==> config.mk <==
export PLATFORM = sky130hd
export DESIGN_NAME = clk_health_sel_ctrl
export DESIGN_NICKNAME = d
export VERILOG_FILES = /design/src/rtl/clk_health_sel_ctrl.sv
export SDC_FILE = /design/constraint.sdc
export NUM_CORES = 1
export LEC_CHECK = 0
export BUFFER_PORTS_ARGS = -buffer_cell sky130_fd_sc_hd__buf_2
export CORE_AREA = 2 2 118 120
export DETAILED_ROUTE_END_ITERATION = 6
export DIE_AREA = 0 0 120 122
export PLACE_DENSITY = 0.65
export RECOVER_POWER = 100
export SYNTH_ARGS = -nofsm -noshare
export SYNTH_HDL_FRONTEND = slang
export SYNTH_SLANG_ARGS = --single-unit
==> constraint.sdc <==
create_clock -name clk -period 8.7 [get_ports clk]
set_clock_uncertainty 0.05 [all_clocks]
set_input_delay 1.74 -clock clk [delete_from_list [all_inputs] [get_ports clk]]
set_output_delay 1.74 -clock clk [all_outputs]
set_load 0.05 [all_outputs]
==> src/rtl/clk_health_sel_ctrl.sv <==
`default_nettype none
// =============================================================================
// Module   : clk_health_sel_ctrl
// Brief    : Frequency supervisor for CLK_NUM clock sources plus select and
//            automatic fail-over controller for a glitch-free clock switch.
// Revision : 1.0  initial release
// =============================================================================
module clk_health_sel_ctrl #(
    parameter int CLK_NUM  = 4,
    parameter int WIN_CYC  = 256,
    parameter int MIN_CNT  = 200,
    parameter int MAX_CNT  = 312,
    parameter int FAIL_WIN = 2,
    parameter int OK_WIN   = 4,
    parameter int HOLD_CYC = 16,
    parameter int DEF_SEL  = 0
) (
    input  logic                       clk,
    input  logic                       rst,
    input  logic [CLK_NUM-1:0]         clk_tgl,
    input  logic                       auto_en,
    input  logic                       sw_sel_vld,
    input  logic [$clog2(CLK_NUM)-1:0] sw_sel,
    output logic                       sw_rej,
    output logic [CLK_NUM-1:0]         clk_fail,
    output logic [$clog2(CLK_NUM)-1:0] sel,
    output logic                       sel_chg,
    output logic                       all_fail
);

    localparam int SEL_W  = $clog2(CLK_NUM);
    localparam int WIN_W  = $clog2(WIN_CYC);
    localparam int CNT_W  = $clog2(MAX_CNT + 2);
    localparam int BAD_W  = $clog2(FAIL_WIN + 1);
    localparam int GOOD_W = $clog2(OK_WIN + 1);
    localparam int HOLD_W = $clog2(HOLD_CYC + 1);

    typedef enum logic [0:0] {
        ST_IDLE = 1'b0,
        ST_HOLD = 1'b1
    } state_t;

    // Toggle synchronizers; every transition of the synced toggle is one source cycle
    logic [CLK_NUM-1:0] r_sync1;
    logic [CLK_NUM-1:0] r_sync2;
    logic [CLK_NUM-1:0] r_hist;
    logic [CLK_NUM-1:0] w_edge;

    always_ff @(posedge clk or posedge rst) begin
        if (rst) begin
            r_sync1 <= '0;
            r_sync2 <= '0;
            r_hist  <= '0;
        end else begin
            r_sync1 <= clk_tgl;
            r_sync2 <= r_sync1;
            r_hist  <= r_sync2;
        end
    end

    assign w_edge = r_sync2 ^ r_hist;

    logic [WIN_W-1:0] r_win_cnt;
    logic             w_term;

    assign w_term = (r_win_cnt == WIN_W'(WIN_CYC - 1));

    always_ff @(posedge clk or posedge rst) begin
        if (rst) begin
            r_win_cnt <= '0;
        end else begin
            r_win_cnt <= w_term ? '0 : r_win_cnt + 1'b1;
        end
    end

    logic [CLK_NUM-1:0] w_fail_nxt;

    for (genvar gi = 0; gi < CLK_NUM; gi++) begin : g_src
        logic [CNT_W-1:0]  r_cnt;
        logic [CNT_W-1:0]  w_cnt_tot;
        logic [BAD_W-1:0]  r_bad_run;
        logic [BAD_W-1:0]  w_bad_nxt;
        logic [GOOD_W-1:0] r_good_run;
        logic [GOOD_W-1:0] w_good_nxt;
        logic              w_good;
        logic              w_fail;

        // The terminal-cycle edge is folded into the closing window's total
        always_comb begin
            w_cnt_tot = r_cnt;
            if (w_edge[gi] && (r_cnt != '1)) begin
                w_cnt_tot = r_cnt + 1'b1;
            end
            w_good = (w_cnt_tot != '0) &&
                     (w_cnt_tot >= CNT_W'(MIN_CNT)) &&
                     (w_cnt_tot <= CNT_W'(MAX_CNT));
            w_bad_nxt  = r_bad_run;
            w_good_nxt = r_good_run;
            w_fail     = clk_fail[gi];
            if (w_term) begin
                if (w_good) begin
                    w_bad_nxt = '0;
                    if (r_good_run != GOOD_W'(OK_WIN)) begin
                        w_good_nxt = r_good_run + 1'b1;
                    end
                end else begin
                    w_good_nxt = '0;
                    if (r_bad_run != BAD_W'(FAIL_WIN)) begin
                        w_bad_nxt = r_bad_run + 1'b1;
                    end
                end
                if (w_bad_nxt == BAD_W'(FAIL_WIN)) begin
                    w_fail = 1'b1;
                end else if (w_good_nxt == GOOD_W'(OK_WIN)) begin
                    w_fail = 1'b0;
                end
            end
        end

        assign w_fail_nxt[gi] = w_fail;

        always_ff @(posedge clk or posedge rst) begin
            if (rst) begin
                r_cnt      <= '0;
                r_bad_run  <= '0;
                r_good_run <= '0;
            end else begin
                r_cnt      <= w_term ? '0 : w_cnt_tot;
                r_bad_run  <= w_bad_nxt;
                r_good_run <= w_good_nxt;
            end
        end
    end

    always_ff @(posedge clk or posedge rst) begin
        if (rst) begin
            clk_fail <= '0;
        end else begin
            clk_fail <= w_fail_nxt;
        end
    end

    // Downward scan so the lowest healthy non-selected index ends up as target
    logic             w_sel_fail;
    logic             w_sw_ok;
    logic             w_tgt_vld;
    logic [SEL_W-1:0] w_tgt;

    always_comb begin
        w_sel_fail = 1'b0;
        w_sw_ok    = 1'b0;
        w_tgt_vld  = 1'b0;
        w_tgt      = '0;
        for (int i = CLK_NUM - 1; i >= 0; i--) begin
            if (SEL_W'(i) == sel) begin
                w_sel_fail = clk_fail[i];
            end else if (!clk_fail[i]) begin
                w_tgt_vld = 1'b1;
                w_tgt     = SEL_W'(i);
            end
            if (SEL_W'(i) == sw_sel) begin
                w_sw_ok = !clk_fail[i];
            end
        end
    end

    state_t            r_state;
    logic [HOLD_W-1:0] r_hold_cnt;

    always_ff @(posedge clk or posedge rst) begin
        if (rst) begin
            r_state    <= ST_IDLE;
            r_hold_cnt <= '0;
            sel        <= SEL_W'(DEF_SEL);
            sel_chg    <= 1'b0;
            sw_rej     <= 1'b0;
            all_fail   <= 1'b0;
        end else begin
            sel_chg <= 1'b0;
            sw_rej  <= 1'b0;
            // A healthy non-selected source means a fail-over target exists again
            if (w_tgt_vld) begin
                all_fail <= 1'b0;
            end else if (&clk_fail) begin
                all_fail <= 1'b1;
            end
            case (r_state)
                ST_IDLE: begin
                    if (auto_en && w_sel_fail) begin
                        sw_rej <= sw_sel_vld;
                        if (w_tgt_vld) begin
                            sel        <= w_tgt;
                            sel_chg    <= 1'b1;
                            r_hold_cnt <= '0;
                            r_state    <= ST_HOLD;
                        end else begin
                            all_fail <= 1'b1;
                        end
                    end else if (sw_sel_vld) begin
                        if (!w_sw_ok) begin
                            sw_rej <= 1'b1;
                        end else if (sw_sel != sel) begin
                            sel        <= sw_sel;
                            sel_chg    <= 1'b1;
                            r_hold_cnt <= '0;
                            r_state    <= ST_HOLD;
                        end
                    end
                end
                ST_HOLD: begin
                    sw_rej <= sw_sel_vld;
                    if (r_hold_cnt == HOLD_W'(HOLD_CYC - 1)) begin
                        r_state <= ST_IDLE;
                    end else begin
                        r_hold_cnt <= r_hold_cnt + 1'b1;
                    end
                end
                default: begin
                    r_state <= ST_IDLE;
                end
            endcase
        end
    end

endmodule
`default_nettype wire

==> metrics.md <==
| Metric | Value |
|---|---|
| Outcome | finished, violations left |
| Failing checks | capacitance limit, slew limit |
| Die area | 14600 um2 |
| 1st-pass router iterations | 5 |
| Largest net degree at the start of global routing | between 70 and 80 |
| Post-synth top area cell | dfrtp_1 |
| Total GRT Usage | 14.6% |
| F_max | 256 MHz |
| Cts repair resizes | 0 |
| Clock slew at reported path FFs | 0.06 ns |
| Initial antenna violation count | 0 |
| Cell Chain, Critical Path | ha_1 -> and4_1 -> nand2_1 -> nor2_1 -> ha_1 -> nor3_1 -> xnor2_1 -> or4_4 -> a32oi_1 -> o21ai_0 -> a21o_1 |
| Initial DRC Count | 280 |
| Clock buffer depth | 2 |
| Post-CTS Setup Repair Bufs | 0 |
| RSZ-0062 raised after global routing | false |
| CTS Buf Count | 9 |
| Syn_nets | 593 |
| CTS tree | built |
| Fill count | around 1300 |
| Clk_lat worst skew | 0.35 ns |
| Min-Delay Path Depth | 0 |
| FF+latch count, synth | 91 |
| Max rail drop VDD | 0.000104 V |
| Grt total ovfl | 0 |
| HPWL Detailed | 6.85 mm |
| Layout cells sized above 1 | 8.73% |
| Hold Startpoint | r_sync1[3] |
| Cell Area, Placed | about 5500 um2 |
| I/O pin total | 19 |
| Final min period | about 3.9 ns |
| CP arrival | 4.09 ns |
| Post-synth EDFFs | 0 |
| Final WL | between 10 and 15 mm |
| First-pass GRT wire length | 17.5 mm |
| Vias/cell | roughly 5.4 |
| Setup crit end kind | flop |
| Root Buffer | clkbuf_16 |
| Die Ht | 122 um |
| R2R depth | 11 |
| # clock sinks | 91 |
| # setup viols final | 0 |
| Cell mode on critical path | ha_1 |
| Slowest CP cell | nor3_1 |
| DRC | 0 |
| Worst slew pin tran | between 1.5 and 2 ns |
| Total power per unit cell area | 241 nW/um2 |
| Area grow syn2layout | 9.22% |
| Die width | approximately 120 um |
| RR Endpoint | g_src[1].r_good_run[0] |
| Synth cell types | between 70 and 80 |
| Ys Warns | 0 |
| Hold worst-path end | r_sync2[3] |
| Vias in the first global route | between 3000 and 4000 |
| Nets | 601 |
| Area of the multi-input gates | 2700 um2 |
| CP Max Fanout | 8 |
| Avg Inst Size Synth | 9.38 um2 |
| Routed WL per cell | 13.3 um |
| Vias after detailed routing | a little over 4000 |
| CP Launch Point | g_src[1].r_cnt[0] |
| Final Hold Vio Count | 0 |
| Asr flop ratio synth | 100% |
| Worst Path Required | between 8 and 9 ns |
| Crit path largest cell delay | 0.61 ns |
| Detail Route Antenna Nets | 0 |
| Sequential element share of the synthesized area | 43.4% |
| Initial core utilization | 38.9% |
| Max Cap Violations | 1 |
| Final Cell Area | about 5700 um2 |
| Ys flop type | dfrtp_1 |
| Core Box Area | 13500 um2 |
| CTS HTree Levels | 3 |
| CTS Hold Bufs | 0 |
| P_leak | 2.43 nW |
| Worst min path class | reg2reg |
| N_diodes | 0 |
| Final Max Slew Viols | 46 |
| Port Buffers | 18 |
| Max-slew headroom | -21.2% |
| R2r setup slk | about 4.8 ns |
| Setup TNS | 0 ns |
| Row count | 43 |
| Worst r2r src | g_src[1].r_cnt[0] |
| Period utilization | 44.9% |
| Routability Congestion | ~0.8 |
| Startpoint Class | flop |
| Storage element area | 2280 um2 |
| Top-area cell type share of the netlist area | 43.4% |
| WS Path Type | reg2reg |
| Mapped Cells | 560 |
| Synthesized cell area | 5250 um2 |
| Synth area leaders | dfrtp_1 43%, ha_1 5.5%, nor2_1 4.8% |
## critical path: cells and delay by family, from the launching register on
kind / cells / cell delay [ns]
adder cells (fa/ha/maj): 2 / 0.54
XOR/XNOR: 1 / 0.17
flip-flops: 1 / 0.42
AND/OR/NAND/NOR: 5 / 1.56
AO/OA/AOI/OAI: 3 / 1.05
## placed cells by master, fill, tap and decap left out, types with 4 or more instances in the layout
cell type,count
a31oi_1,10
xnor2_1,25
inv_1,29
or2_2,6
nor4_1,6
nand2b_1,4
nor3_1,13
dfrtp_1,91
nand3_1,23
o31ai_1,7
clkbuf_16,9
o22ai_1,10
and3_1,10
nor2_1,67
ha_1,23
mux2i_1,5
a21oi_1,31
clkbuf_1,11
xor2_1,16
nand4_1,5
o21ai_0,28
nor2b_1,5
nand2_1,48
and2_1,4
buf_2,8
## sequential cells by signal, indices dropped and copies added, names as in the netlist, 2 cells and up
register and flops:
g_src.r_cnt 36, g_src.r_good_run 12, g_src.r_bad_run 8, r_win_cnt 8, r_hold_cnt 5, clk_fail 4, r_hist 4, r_sync1 4
r_sync2 4, sel 2
## through the flow
step / hold slack [ns] / std cells / utilization, % / power [mW] / worst slack [ns]
2_1_floorplan: 0.281 / 560 / - / 0.897 / 4.55
3_5_place_dp: 0.285 / 737 / 40.5 / 0.971 / 5.19
3_3_place_gp: 0.283 / 737 / 40.5 / 0.950 / 5.24
4_1_cts: 0.299 / 753 / 42.9 / 1.41 / 5.52
6_report: 0.298 / 753 / 42.5 / 1.38 / 4.79
5_1_grt: 0.316 / 753 / 42.5 / 1.48 / 4.30
## routing by layer
layer	wire, um	up-vias	track usage [%]	part of all wire (%)
li1	-	1999	-	-
met1	4510	2017	18.0	45
met2	5120	63	25.4	51
met3	318	10	4.21	3.2
met4	90	0	3.38	0.90
met5	0	-	0	0
## worst max path at each step
| stage | to | cells after the start |
|---|---|---|
| finish | g_src[1].r_good_run[0] | 11 |
| global route | g_src[1].r_good_run[0] | 7 |
| CTS | g_src[1].r_good_run[0] | 11 |
| detailed placement | sel[0] | 6 |
| global placement | sel[0] | 6 |
| floorplan | all_fail | 1 |
## report_power, final
part	total, mW	switching [mW]	internal (mW)
logic	0.341	0.187	0.153
clock network	0.427	0.168	0.259
registers	0.616	0.115	0.501
## Yosys cell counts, drive strengths merged, types with 10 or more instances
library cell,n
nor2,68
xor2,16
a31oi,10
xnor2,26
o22ai,10
a21oi,31
nand2,48
o21ai,28
and3,11
dfrtp,91
ha,23
nand3,23
inv,30
clkbuf,17
nor3,13
## logic make-up after synthesis
logic type,Yosys count,share of synthesized area (%)
AOI/OAI and AO/OA,119,15.1
DFF,91,43.4
and+or+nand+nor,221,21.9
muxes,11,2.67
adders and majority gates,23,5.48
buffers and inverters,53,4.34
xor gates and xnor gates,42,7.15
## final cells by class
type / count / area share [%]
multi-input cells: 416 / 47.1
flip-flops and latches: 91 / 39.7
clock buffers: 10 / 4.17
well taps: 180 / 3.93
inverters: 30 / 1.99
clock inverters: 6 / 1.55
repair buffers: 20 / 1.55
(Power assumes the default switching activity.)
